`src/rtl/sinaleira_pkg.sv`:
```
// Shared types and default timing for the two-street crossing scheduler.
package sinaleira_pkg;

    typedef enum logic [2:0] {
        TODOS_VERMELHO = 3'd0,
        R1_VERDE       = 3'd1,
        R1_AMARELO     = 3'd2,
        R2_VERDE       = 3'd3,
        R2_AMARELO     = 3'd4,
        PED_VERDE      = 3'd5
    } fase_t;

    typedef enum logic {
        RUA_1 = 1'b0,
        RUA_2 = 1'b1
    } rua_t;

    localparam int unsigned T_VERDE_MIN_DEF = 4;
    localparam int unsigned T_VERDE_MAX_DEF = 10;
    localparam int unsigned T_AMARELO_DEF   = 2;
    localparam int unsigned T_VERMELHO_DEF  = 1;
    localparam int unsigned T_PEDESTRE_DEF  = 5;
    localparam int unsigned CW_DEF          = 4;

    function automatic fase_t verde_de(rua_t rua);
        return (rua == RUA_1) ? R1_VERDE : R2_VERDE;
    endfunction

endpackage

```
`src/rtl/temporizador_fase.sv`:
```
// Per-phase tick counter: cleared on phase entry, advances on tick, saturates at all-ones.
module temporizador_fase #(
    parameter int unsigned CW = 4
) (
    input  logic          clk,
    input  logic          reset,
    input  logic          tick,
    input  logic          clear,
    output logic [CW-1:0] count
);

    logic [CW-1:0] count_d, count_q;

    always_comb begin
        count_d = count_q;
        if (clear) begin
            count_d = '0;
        end else if (tick && (count_q != '1)) begin
            count_d = count_q + 1'b1;
        end
    end

    always_ff @(posedge clk) begin
        if (!reset) begin
            count_q <= '0;
        end else begin
            count_q <= count_d;
        end
    end

    assign count = count_q;

endmodule

```
`src/rtl/escalonador_cruzamento.sv`:
```
// Actuated phase scheduler for a two-street crossing with a latched pedestrian phase.
module escalonador_cruzamento
    import sinaleira_pkg::*;
#(
    parameter int unsigned T_VERDE_MIN = T_VERDE_MIN_DEF,
    parameter int unsigned T_VERDE_MAX = T_VERDE_MAX_DEF,
    parameter int unsigned T_AMARELO   = T_AMARELO_DEF,
    parameter int unsigned T_VERMELHO  = T_VERMELHO_DEF,
    parameter int unsigned T_PEDESTRE  = T_PEDESTRE_DEF,
    parameter int unsigned CW          = CW_DEF
) (
    input  logic       clk,
    input  logic       reset,
    input  logic       tick,
    input  logic       sensor_1,
    input  logic       sensor_2,
    input  logic       pedestre,
    output logic       rua_1_vermelho,
    output logic       rua_1_amarelo,
    output logic       rua_1_verde,
    output logic       rua_2_vermelho,
    output logic       rua_2_amarelo,
    output logic       rua_2_verde,
    output logic       pedestre_vermelho,
    output logic       pedestre_verde,
    output logic [2:0] fase,
    output logic       pedido_pendente
);

    if (T_VERDE_MIN < 1 || T_VERDE_MAX < T_VERDE_MIN || T_AMARELO < 1 || T_VERMELHO < 1 ||
        T_PEDESTRE < 1 || T_VERDE_MAX >= 2**CW || T_PEDESTRE >= 2**CW ||
        T_AMARELO >= 2**CW || T_VERMELHO >= 2**CW) begin : g_param_invalido
        $error("escalonador_cruzamento: invalid timing parameters for CW");
    end

    // Timer value seen on the last tick of a phase lasting T ticks.
    localparam logic [CW-1:0] FIM_VERDE_MIN = CW'(T_VERDE_MIN - 1);
    localparam logic [CW-1:0] FIM_VERDE_MAX = CW'(T_VERDE_MAX - 1);
    localparam logic [CW-1:0] FIM_AMARELO   = CW'(T_AMARELO - 1);
    localparam logic [CW-1:0] FIM_VERMELHO  = CW'(T_VERMELHO - 1);
    localparam logic [CW-1:0] FIM_PEDESTRE  = CW'(T_PEDESTRE - 1);

    fase_t         fase_d, fase_q;
    rua_t          proxima_d, proxima_q;
    logic          pedido_d, pedido_q;
    logic [CW-1:0] timer;
    logic          entrada;

    temporizador_fase #(
        .CW (CW)
    ) u_temporizador (
        .clk   (clk),
        .reset (reset),
        .tick  (tick),
        .clear (entrada),
        .count (timer)
    );

    always_comb begin
        fase_d    = fase_q;
        proxima_d = proxima_q;
        unique case (fase_q)
            TODOS_VERMELHO: begin
                if (tick && timer == FIM_VERMELHO) begin
                    fase_d = pedido_q ? PED_VERDE : verde_de(proxima_q);
                end
            end
            R1_VERDE: begin
                if (tick && (sensor_2 || pedido_q) &&
                    ((timer >= FIM_VERDE_MIN && !sensor_1) || timer >= FIM_VERDE_MAX)) begin
                    fase_d = R1_AMARELO;
                end
            end
            R1_AMARELO: begin
                if (tick && timer == FIM_AMARELO) begin
                    fase_d    = TODOS_VERMELHO;
                    proxima_d = RUA_2;
                end
            end
            R2_VERDE: begin
                if (tick && (sensor_1 || pedido_q) &&
                    ((timer >= FIM_VERDE_MIN && !sensor_2) || timer >= FIM_VERDE_MAX)) begin
                    fase_d = R2_AMARELO;
                end
            end
            R2_AMARELO: begin
                if (tick && timer == FIM_AMARELO) begin
                    fase_d    = TODOS_VERMELHO;
                    proxima_d = RUA_1;
                end
            end
            PED_VERDE: begin
                if (tick && timer == FIM_PEDESTRE) begin
                    fase_d = verde_de(proxima_q);
                end
            end
            default: fase_d = TODOS_VERMELHO;
        endcase
    end

    assign entrada = (fase_d != fase_q);

    // Entering the walk phase consumes the request and beats a coincident press.
    always_comb begin
        pedido_d = pedido_q;
        if (entrada && fase_d == PED_VERDE) begin
            pedido_d = 1'b0;
        end else if (fase_q != PED_VERDE && pedestre) begin
            pedido_d = 1'b1;
        end
    end

    always_ff @(posedge clk) begin
        if (!reset) begin
            fase_q    <= TODOS_VERMELHO;
            proxima_q <= RUA_1;
            pedido_q  <= 1'b0;
        end else begin
            fase_q    <= fase_d;
            proxima_q <= proxima_d;
            pedido_q  <= pedido_d;
        end
    end

    always_comb begin
        rua_1_vermelho = 1'b1;
        rua_1_amarelo  = 1'b0;
        rua_1_verde    = 1'b0;
        rua_2_vermelho = 1'b1;
        rua_2_amarelo  = 1'b0;
        rua_2_verde    = 1'b0;
        pedestre_verde = 1'b0;
        unique case (fase_q)
            R1_VERDE:   begin rua_1_vermelho = 1'b0; rua_1_verde   = 1'b1; end
            R1_AMARELO: begin rua_1_vermelho = 1'b0; rua_1_amarelo = 1'b1; end
            R2_VERDE:   begin rua_2_vermelho = 1'b0; rua_2_verde   = 1'b1; end
            R2_AMARELO: begin rua_2_vermelho = 1'b0; rua_2_amarelo = 1'b1; end
            PED_VERDE:  pedestre_verde = 1'b1;
            default:    ;
        endcase
    end

    assign pedestre_vermelho = ~pedestre_verde;
    assign fase              = fase_q;
    assign pedido_pendente   = pedido_q;

endmodule
```
`config.mk`:
```
export PLATFORM = sky130hd
export DESIGN_NAME = escalonador_cruzamento
export DESIGN_NICKNAME = d
export VERILOG_FILES = /design/src/rtl/sinaleira_pkg.sv /design/src/rtl/temporizador_fase.sv /design/src/rtl/escalonador_cruzamento.sv
export SDC_FILE = /design/constraint.sdc
export NUM_CORES = 1
export LEC_CHECK = 0
export CORE_ASPECT_RATIO = 0.75
export CORE_UTILIZATION = 30
export DETAILED_ROUTE_END_ITERATION = 6
export SLEW_MARGIN = 20
export SYNTH_ARGS = -nofsm -noshare
export SYNTH_HDL_FRONTEND = slang
export SYNTH_SLANG_ARGS = --single-unit
export TNS_END_PERCENT = 50
```
`constraint.sdc`:
```
create_clock -name clk -period 4.5 [get_ports clk]
set_clock_uncertainty 0.1 [all_clocks]
set_input_delay 0.45 -clock clk [delete_from_list [all_inputs] [get_ports clk]]
set_output_delay 0.45 -clock clk [all_outputs]
set_load 0.05 [all_outputs]
```
; Word-level counts from Yosys, hierarchy flattened
; Index checks and enable logic that the tools add are counted.
[op_classes]
add_sub_neg = 1
n_lt_le_gt_ge = 2
n_eq_ne = 13
muxes = 18
bitwise_logic = 2
reduce_logical = 27
[op_table]
columns = cell, n
row1 = $mux W3, 6
row2 = $pmux W3 S5, 1
row3 = $logic_and A1 B1 Y1, 12
row4 = $reduce_or A2 Y1, 5
row5 = $eq A3 B3 Y1 const B, 3
row6 = $mux W1, 9
row7 = $eq A3 B2 Y1 const B, 2
row8 = $add A4 B1 Y4 const B, 1
row9 = $eq A4 B1 Y1 const B, 1
row10 = $eq A4 B3 Y1 const B, 1
row11 = $ge A4 B2 Y1 const B, 1
row12 = $ge A4 B4 Y1 const B, 1
row13 = $logic_not A4 Y1, 1
row14 = $logic_or A1 B1 Y1, 4
row15 = $ne A2 B2 Y1 const B, 2
row16 = $ne A4 B4 Y1 const B, 1
row17 = $eq A3 B1 Y1 const B, 1
row18 = $logic_not A3 Y1, 1
row19 = $ne A3 B3 Y1, 1
row20 = $ne A3 B3 Y1 const B, 1
row21 = $reduce_and A3 Y1, 1
row22 = $logic_not A1 Y1, 2
row23 = $mux W2, 1
row24 = $not A1 Y1, 2
row25 = other kinds (2), 2
[word_totals]
reg_bits = 9
inputBits = 6
output_inout_bits = 12

; Longest topological paths before layout
[depth]
word_depth = 9
mapped_depth = 7

; By module
; Synthesis repeated with hierarchy kept, for this count alone.
[unflattened]
cells_unflattened = 90
area_unflattened_um2 = 713.2
[by_module_without_submodules]
columns = module, instances, cells_per_inst, area_each_um2
row1 = escalonador_cruzamento, 1, 69, 521.8
row2 = temporizador_fase, 1, 21, 191.4

; Least setup slack after synthesis
; Ideal clock, no wire load.
[synth_timing]
kind = flip-flop to output port
startpoint = reg fase_q[2], in the netlist fase[2]
endpoint = out rua_2_vermelho
t_arrival_ns = 2.104
required_time_ns = 3.950
setup_slack_ns = 1.846
path_stages_with_launch = 5
cell_sequence = dfxtp_1 > buf_6 > and3b_2 > clkbuf_1 > nor2_1
[synth_via]
elab_chain_len = 3
word_cells_on_any_way = 4
classes_between = 2 x eq/ne / 1 x mux / 1 x reduce/logical
[synth_lines]
columns = element, line
row1 = "start, declared", escalonador_cruzamento.sv:43  ; fase_t fase_d, fase_q;
row2 = "start signal, assigned", escalonador_cruzamento.sv:119  ; fase_q <= fase_d;
row3 = $eq A3 B2 Y1 / $eq A3 B3 Y1 (equally long branches), escalonador_cruzamento.sv:133  ; unique case (fase_q)
row4 = $reduce_or A2 Y1 (no source line) (*), n/a
row5 = $mux W1 (*), escalonador_cruzamento.sv:133
row6 = "end, declared", escalonador_cruzamento.sv:21  ; output logic rua_2_vermelho,
; Every way passes the cells marked *; elsewhere a longest branch is shown, timed or not.

; Worst setup path after layout
[layout_timing]
startpoint = reg fase_q[1], in the netlist fase[1]
endpoint = out rua_1_amarelo
[layout_via]
elab_chain_len = 2
[layout_lines]
columns = element, line
row1 = $eq A3 B2 Y1, escalonador_cruzamento.sv:133
row2 = $mux W1, escalonador_cruzamento.sv:133
row3 = "end, declared", escalonador_cruzamento.sv:19  ; output logic rua_1_amarelo,
; Every way passes these cells.

==> qor.csv <==
metric,value,unit
Synth area leaders,"dfxtp_1 26%, ha_1 7.2%, nor2_1 5.4%, a21oi_1 4.3%, inv_1 4.3%",
clk_lat worst skew,0.28,ns
Synth Warn #,0,
initial core utilization,0.333,
Syn Area/Cell,7.89,sq um
global route overflow,0,
die height,43.7,um
Switching Fraction,0.388,
Internal,0.154,mW
Synth Cell Area,694,sq um
post-synthesis net count,98,
FMAX,390,MHz
I/O pin cnt,18,
P&R area growth vs syn,29.4,%
R2R setup slack,2.64,ns
worst-path fanout max,10,
post_cts resized,0,
buffers added on ports,17,
Die W,57.6,um
drt first pass iters,6,
crit-path leading delay family,buffers and inverters,
FP Rows,14,
largest net degree at the start of global routing,12,
Crit path arrival time,2.01,ns
die area,2510,sq um
clock sink total,9,
via count,700,
post-synth cell types,38,
Total GRT Usage,0.165,
register area share after synthesis,0.259,
crit path launch,fase[1],
Clock Tree Buf Depth,2,
Tmin final,2.56,ns
initial DRC count,21,
Worst setup SP type,flip-flop,
Clock transition at path regs,0.07,ns
final WL,1790,um
P_sw,0.0980,mW
post-route ant nets,0,
Seq pwr share,0.369,
min-delay src,proxima_q,
status,finished with violations,
initial antenna violation count,0,
Slew Limit Fails,0,
crit path to,rua_1_amarelo,
crit end category,output port,
dpl hpwl,1380,um
diodes inserted,0,
PD cells,281,nW/um^2
routability cong.,0.830,
hold slack final,0.381,ns
Post-CTS Hold Buffers,0,
failing checks,DRC,
core area,2080,sq um
Reg2Reg Depth,7,
buffers plus inverters on the worst setup path,1,
final hold viol count,0,
TritonCTS buffer count,3,
Worst R2R Start,u_temporizador.count[0],
Routed WL per cell,13.8,um
Peak VDD IR,116,uV
top cell type by total area after synthesis,dfxtp_1,
CTS tree,done,
critical path's largest stage delay,0.87,ns
WS Path Type,flip-flop to output port,
P_leak,0.342,nW
#FFs+latches synth,9,
CP required,3.95,ns
vias in the first global route,656,
"Critical Path, Cell by Cell",nor3b_2 -> clkdlybuf4s50_1,
CP max stage cell,clkdlybuf4s50_1,
clock power share,0.261,
Fin Setup TNS,0,ns
vias per cell,5.38,
Root Driver,clkbuf_4,
Levels on crit path,2,
Gate power share,0.370,
share of layout cells above drive strength 1,0.0849,
Post CTS Setup Buffer Count,0,
top-area cell type share of the netlist area,0.259,
# fillers,223,
# DRC,1,
Worst Max-Slew Pin Slew,0.497,ns
global-route wire length before repair,3040,um
HP Class,flip-flop to flip-flop,
period utilization,0.569,
unrepaired setup endpoints after global routing,no,
maximum capacitance violations,0,
H-tree depth reported by CTS,1,
post-synthesis cell count,88,
setup violators final,0,
Nets,117,
Crit Reg-Reg Endpoint,u_temporizador.count[0],
slew margin rel.,0.667,
[Yosys cell counts]
master     number
nor2_1         10
dfxtp_1         9
inv_1           8
a21oi_1         6
nand2_1         6
a31oi_1         4
ha_1            4
a211oi_1        3
o21ai_0         3
and2_1          2
mux2i_1         2
nand3_1         2
nand3b_1        2
nand4_1         2
xnor2_1         2
a211oi_2        1
a22oi_1         1
and3b_1         1
and3b_2         1
and4b_1         1
and4b_2         1
buf_4           1
buf_6           1
clkbuf_1        1
nand2b_1        1
nor2b_1         1
nor3b_1         1
nor3b_2         1
nor4_1          1
nor4_2          1
o2111ai_1       1
o211ai_1        1
o21ai_1         1
o21bai_1        1
o221ai_1        1
o22ai_1         1
or2_2           1
or4b_1          1
[worst register-to-register path, stage by stage, from the launching register on]
cell and delay (ns):
dfxtp_1 0.33, inv_1 0.13, ha_1 0.20, or4b_1 0.46
nor4_2 0.18, o21ai_1 0.12, nand3b_1 0.14, a211oi_1 0.08
[placed cells by master, fill, tap and decap left out, drive strengths merged]
master and n:
dfxtp 9, ha 4, or4b 1, o221ai 1, and4b 2, nand3 2, clkdlybuf4s50 17, o2111ai 1
nor3b 2, nand4 2, or2 1, and2 2, o22ai 1, nand3b 2, nor4 2, nand2 6
mux2i 2, a22oi 1, a21oi 6, o21bai 1, and3b 2, xnor2 2, a211oi 4, inv 8
nor2b 1, o211ai 1, o21ai 4, nand2b 1, a31oi 4, nor2 10, clkbuf 4
[state kept, by name, indices dropped and copies added, names as in the netlist]
register	count
u_temporizador.count	4
pedido_pendente	1
fase	3
proxima_q	1
[per-layer routing]
| layer | part of all wire | global-route usage | up-vias |
|---|---|---|---|
| met5 | 0 | 0 | - |
| met4 | 0.027 | 0.0878 | 0 |
| met3 | 0.066 | 0.0448 | 5 |
| met2 | 0.38 | 0.219 | 19 |
| met1 | 0.52 | 0.238 | 318 |
| li1 | - | - | 358 |
[per-stage QoR]
stage	cells	worst slack [ns]	utilization	area, sq um	total power, mW
2_1_floorplan	88	1.85	-	694	0.159
4_1_cts	130	1.93	0.431	898	0.252
6_report	130	1.94	0.431	898	0.252
5_1_grt	130	1.86	0.431	898	0.267
3_3_place_gp	126	2.25	0.418	872	0.188
3_5_place_dp	126	2.24	0.418	872	0.188
[layout make-up]
class | instances | area (sq um) | share of cell area
Multi-Input combinational cell | 68 | 462 | 0.514
Sequential cell | 9 | 180 | 0.201
Timing Repair Buffer | 17 | 170 | 0.189
Inverter | 8 | 30.0 | 0.0334
Tap cell | 24 | 30.0 | 0.0334
Clock buffer | 4 | 26.3 | 0.0292
[logic make-up after synthesis]
logic type,Yosys count,synth area share
buf+inv,11,0.0757
fa+ha+maj,4,0.0721
xor+xnor,2,0.0252
flops,9,0.259
simple gates,36,0.314
mux,2,0.0288
compound gates,24,0.225
[power by group through the flow]
stage,registers [mW],logic (mW),clock network (mW)
floorplan,0.102,0.0564,0
global placement,0.0948,0.0931,0
detailed placement,0.0950,0.0926,0
CTS,0.0933,0.0933,0.0656
global route,0.0944,0.100,0.0719
finish,0.0931,0.0934,0.0659
[how the worst min path moves through the flow]
stage	endpoint	slack, ns	cells after the start
floorplan	proxima_q	0.33	2
global placement	proxima_q	0.36	2
detailed placement	proxima_q	0.37	2
CTS	proxima_q	0.38	2
global route	proxima_q	0.43	2
finish	proxima_q	0.38	2
(Power assumes the default switching activity.)
